### src/rtl/alu_result_mux.sv
// Registered N-way channel selector with explicit or round-robin indexing and a
// single-entry valid/ready output stage; flags out-of-range and all-zero results.
module alu_result_mux #(
   parameter int WIDTH  = 4,
   parameter int NUM_IN = 4,
   parameter int SEL_W  = $clog2(NUM_IN)
) (
   input  logic                    clk,
   input  logic                    rst,
   input  logic [NUM_IN*WIDTH-1:0] in_bus,
   input  logic [SEL_W-1:0]        sel,
   input  logic                    mode,
   input  logic                    in_valid,
   output logic                    in_ready,
   output logic [WIDTH-1:0]        out,
   output logic                    out_valid,
   input  logic                    out_ready,
   output logic [SEL_W-1:0]        ch_id,
   output logic                    sel_err,
   output logic                    zero,
   output logic [SEL_W-1:0]        dbg_ptr
);

   // Handshake: a transfer happens on a rising edge where valid && ready; once
   // out_valid is raised the result is held unchanged until out_ready is seen.
   logic [SEL_W-1:0] ptr;
   logic [SEL_W-1:0] ptr_next;
   logic [SEL_W-1:0] idx;
   logic [WIDTH-1:0] sel_data;
   logic             idx_err;
   logic             accept;
   logic             drain;

   assign in_ready = !out_valid || out_ready;
   assign accept   = in_valid && in_ready;
   assign drain    = out_valid && out_ready;
   assign idx      = mode ? ptr : sel;
   assign dbg_ptr  = ptr;

   // Indices with no matching channel fall through to zero data and the error flag.
   always_comb begin
      sel_data = '0;
      idx_err  = 1'b1;
      for (int k = 0; k < NUM_IN; k++) begin
         if (idx == SEL_W'(k)) begin
            sel_data = in_bus[k*WIDTH +: WIDTH];
            idx_err  = 1'b0;
         end
      end
   end

   always_comb begin
      ptr_next = ptr + 1'b1;
      if (ptr == SEL_W'(NUM_IN - 1)) begin
         ptr_next = '0;
      end
   end

   always_ff @(posedge clk or posedge rst) begin
      if (rst) begin
         ptr <= '0;
      end else if (accept && mode) begin
         ptr <= ptr_next;
      end
   end

   always_ff @(posedge clk or posedge rst) begin
      if (rst) begin
         out       <= '0;
         out_valid <= 1'b0;
         ch_id     <= '0;
         sel_err   <= 1'b0;
         zero      <= 1'b0;
      end else if (accept) begin
         out       <= sel_data;
         out_valid <= 1'b1;
         ch_id     <= idx;
         sel_err   <= idx_err;
         zero      <= (sel_data == '0);
      end else if (drain) begin
         out_valid <= 1'b0;
      end
   end

endmodule

### config.mk
export PLATFORM = sky130hd
export DESIGN_NAME = alu_result_mux
export DESIGN_NICKNAME = d
export VERILOG_FILES = /design/src/rtl/alu_result_mux.sv
export SDC_FILE = /design/constraint.sdc
export NUM_CORES = 1
export LEC_CHECK = 0
export CAP_MARGIN = 5
export CORE_UTILIZATION = 31
export DETAILED_ROUTE_END_ITERATION = 6
export GPL_TIMING_DRIVEN = 0
export PLACE_DENSITY = 0.82
export SYNTH_ARGS = -nofsm -noshare
export SYNTH_HDL_FRONTEND = slang
export SYNTH_SLANG_ARGS = --single-unit
### constraint.sdc
create_clock -name clk -period 1.9 [get_ports clk]
set_input_delay 0.38 -clock clk [delete_from_list [all_inputs] [get_ports clk]]
set_output_delay 0.38 -clock clk [all_outputs]
set_load 0.05 [all_outputs]
==> impl.org, run 1 <==
** Status
- The flow ran to the end, but the final reports show violations.
- The final reports fail on negative setup slack.

** Layout
- The finished cells cover approximately 960 um2.
- In the final layout, the share of cells above drive strength 1 is 20.51%.
- Net count of the finished layout :: just over 100
- Non-filler instance count after layout :: 94
- Compared with the post-synthesis result, the final layout area differs by 74.32%.
- Final design utilization :: 60.87%
- 0 antenna diodes ended up in the layout.

** Setup path
- CP Data Required Time :: between 2 and 2.5 ns
- Critical path startpoint category :: flip-flop
- Across all register-to-register paths, the minimum setup slack is -0.1 ns.
- Largest fanout on the critical path :: 5
- Critical-path cell list :: mux2i_4 > mux4_1 > or4_1 > o21ai_1
- Type of element capturing the critical path :: flip-flop
- For this design, the slowest cell found on the critical path is sky130_fd_sc_hd__mux4_1.
- The cell family contributing the most delay on the critical path is multiplexers.
- For this run, the slowest stage of the critical path takes ~0.62 ns.
- The worst setup path is of the reg2reg kind.
- Counting both buffers and inverters, the worst setup path holds a total of 0.
- Signal arrival time at the worst endpoint :: between 2 and 2.5 ns

** Die
- Once the floorplan was initialized, standard cells occupied about a third of the core.
- The die is 44.14 um tall.
- The core region is around 0.0016 mm2.
- DIE WIDTH :: about 44 um
- I/O pins :: 35
- Cell row count :: 14
- Total Die Area :: 0.001948 mm2

** Min path
- The worst hold path belongs to the class in2async.

** Logic synthesis
- A synthesized cell averages about 14 um2.
- The synthesized netlist occupies a cell area of between 500 and 600 um2.
- Counting every instance in the synthesized netlist gives 39.
- Of the post-synthesis cell area, the dominant cell type holds about 50%.
- Top area cells in the synthesized netlist :: sky130_fd_sc_hd__dfrtp_1 50%, sky130_fd_sc_hd__mux4_1 19%, sky130_fd_sc_hd__mux2_2 10%, sky130_fd_sc_hd__mux2i_1 3.6%, sky130_fd_sc_hd__nand2_1 2.7%
- Seq/Total Area, Yosys :: 50.00%
- The Yosys step of the flow raised 0 warnings.
- After synthesis, the netlist uses 16 different library cells.
- Biggest area consumer among synthesized cells :: sky130_fd_sc_hd__dfrtp_1
- Synthesized flop and latch total :: 11
- The number of nets in the synthesized netlist is 63.

** Timing
- After routing, the total negative slack on setup checks comes to -0.09594 ns.
- Measured against its own limit, the worst slew margin works out to between 60% and 70%.
- Setup repair after global routing could not meet its margin everywhere.
- Final setup violating endpoints :: 1
- PnR worst setup slack :: -0.09594 ns
- Based on the critical path, the design can be clocked at up to between 500 and 600 MHz.
- The final critical path takes up 105.0% of the cycle.
- The number of hold-slack violations in the final timing report was 0.
- The max-slew violation total from the final report came to 0.
- Slew at the pin closest to its max-slew limit :: 0.5098 ns
- On the final layout, the worst clock skew is about 0.0026 ns.
- The worst path in the final design needs a cycle of approximately 2 ns, including I/O delays and setup.

** Global route
- Global routing used between 10 and 15% of the available tracks across all layers.
- Entering global routing, the biggest net connects 12 pins.
- Initial antenna violation count :: 0
- After global routing the overflow that remains totals 0.
- Global-route wire length before repair :: ~2000 um
- Via count of the first global-routing pass :: roughly 480

** Clocking
- TritonCTS built the clock tree.
- The number of clock buffers added by TritonCTS is 3.
- CTS placed an instance of sky130_fd_sc_hd__clkbuf_4 at the clock tree root.
- Clock insertion delay at the later pin of the skew report :: roughly 0.26 ns
- Number of H-tree branching levels :: 1
- Clock-pin slew of the registers on the worst-case setup and hold paths :: 0.07 ns
- Max Buffers Root-to-Sink :: 2
- For this design, the sink count on the clock tree is 11.

** Power
- For this design the ratio of total power to cell area is about 1200 mW/mm2.
- Power after layout :: approximately 1.2 mW
- The analysis attributes to cell leakage a power of about 0.43 nW.
- The worst-case IR drop observed on VDD is about 530 uV.

** Drt
- For this block, the via count after detailed routing is about 460.
- Wire length reported by the detailed router :: 1220 um
- DR WL/cell :: 12.98 um
- For this block, the initial DRC count from the detailed router was 6.
- Total DRC errors in the routed layout :: 0
- For this run, the detailed router's first-pass iteration total came to 5.
- Using the TritonRoute via totals, the vias-per-cell ratio works out to 4.936.
- Number of nets with antenna violations after routing :: 0

** Placement
- Once placement finished, the instance area stood at 919.6 um2.
- Total of buffers placed on input and output ports :: 34
- Placed cell count :: 89
- Last weighted congestion value of the routability-driven placer :: 0.6621

** Job
- Across the run, the number of max-cap violations was 0.
[stage by stage]
| stage | setup WS, ns | hold slack, ns |
|---|---|---|
| after detailed placement | -0.7779 | 0.4698 |
| after global routing | -0.1449 | 0.4573 |
| final | -0.09594 | 0.4162 |
| after global placement | -0.7286 | 0.4637 |
| after floorplan | -0.1156 | 0.2324 |
| after CTS | -0.2612 | 0.4272 |
[per-layer routing]
| metal | up-vias | GRT usage [%] | part of all wire (%) |
|---|---|---|---|
| met2 | 22 | 25.29 | 57 |
| met5 | - | 0 | 0 |
| met3 | 0 | 2.449 | 5.7 |
| met4 | 0 | 5.455 | 0 |
| li1 | 224 | - | - |
| met1 | 218 | 15.26 | 37 |
[final timing paths]
check	from	depth (start not counted)	end
max in group asynchronous	rst	2	dbg_ptr[0]
max	dbg_ptr[0]	4	zero
min in group clk	sel_err	1	sel_err
min	rst	2	out[2]
min reg2reg	sel_err	1	sel_err
max reg2reg	dbg_ptr[0]	4	zero
[cell type report]
cell class	instances	area (um2)
Buffer	1	3.754
Clock buffer	4	26.28
Fill cell	142	616.8
Inverter	1	3.754
Multi-Input combinational cell	26	279.0
Sequential cell	11	276.5
Tap cell	16	20.02
Timing Repair Buffer	35	350.3
[report_power, final]
group,total (mW),leakage (nW),internal (mW),switching (mW)
registers,0.355,0.133,0.305,0.0500
clock network,0.152,0.0150,0.0810,0.0712
logic,0.644,0.280,0.273,0.371
total,1.15,0.428,0.659,0.493
[kinds of logic (layout without fill, tap and decap cells)]
kind of cell / after synthesis / after routing / share of synthesized area [%]
flops: 11 / 11 / 50.00
compound gates: 4 / 4 / 4.091
mux: 11 / 11 / 32.95
buf+inv: 2 / 41 / 1.362
fa+ha+maj: 1 / 1 / 2.272
simple gates: 10 / 10 / 9.317
[sequential cells by signal, summed over array words and instances (netlist names)]
signal	flops
zero	1
dbg_ptr	2
sel_err	1
ch_id	2
out	4
out_valid	1
[cell usage in the layout, fill, tap and decap left out, drive strengths merged, types with 2 or more instances in the layout]
cell           synthesis  routed
nand2b                 2       2
clkbuf                 1       6
nand2                  4       4
o21ai                  3       3
mux4                   4       4
dfrtp                 11      11
dlymetal6s2s           0       3
clkdlybuf4s50          0      29
mux2i                  2       2
mux2                   5       5
[cells in the mapped netlist]
cell                       number
sky130_fd_sc_hd__o21ai_1        1
sky130_fd_sc_hd__or4_1          1
sky130_fd_sc_hd__mux2i_1        2
sky130_fd_sc_hd__mux2_2         5
sky130_fd_sc_hd__a21o_1         1
sky130_fd_sc_hd__nor3_1         1
sky130_fd_sc_hd__mux4_1         4
sky130_fd_sc_hd__o21ai_0        2
sky130_fd_sc_hd__dfrtp_1       11
sky130_fd_sc_hd__and2_1         1
sky130_fd_sc_hd__nand2_1        4
sky130_fd_sc_hd__nand2b_1       2
sky130_fd_sc_hd__ha_1           1
sky130_fd_sc_hd__nand3_1        1
sky130_fd_sc_hd__inv_1          1
sky130_fd_sc_hd__clkbuf_1       1
[repair_timing]
action / CTS / global route
hold buffers: 0 / 0
pin swaps: 0 / 1
setup endpoints to repair: 6 / 3
setup buffers: 0 / 1
resized for setup: 2 / 7
cloned: 0 / 0
Note: power is estimated with default switching activity, not from simulation.
==> run 2, diff against run 1 <==
--- a/config.mk
+++ b/config.mk
@@ -6,6 +6,7 @@
 export NUM_CORES = 1
 export LEC_CHECK = 0
 export CAP_MARGIN = 5
+export CORE_MARGIN = 1
 export CORE_UTILIZATION = 31
 export DETAILED_ROUTE_END_ITERATION = 6
 export GPL_TIMING_DRIVEN = 0
==> results of run 2 <==
Final layout, timing and power as in run 1 (identical DEF).
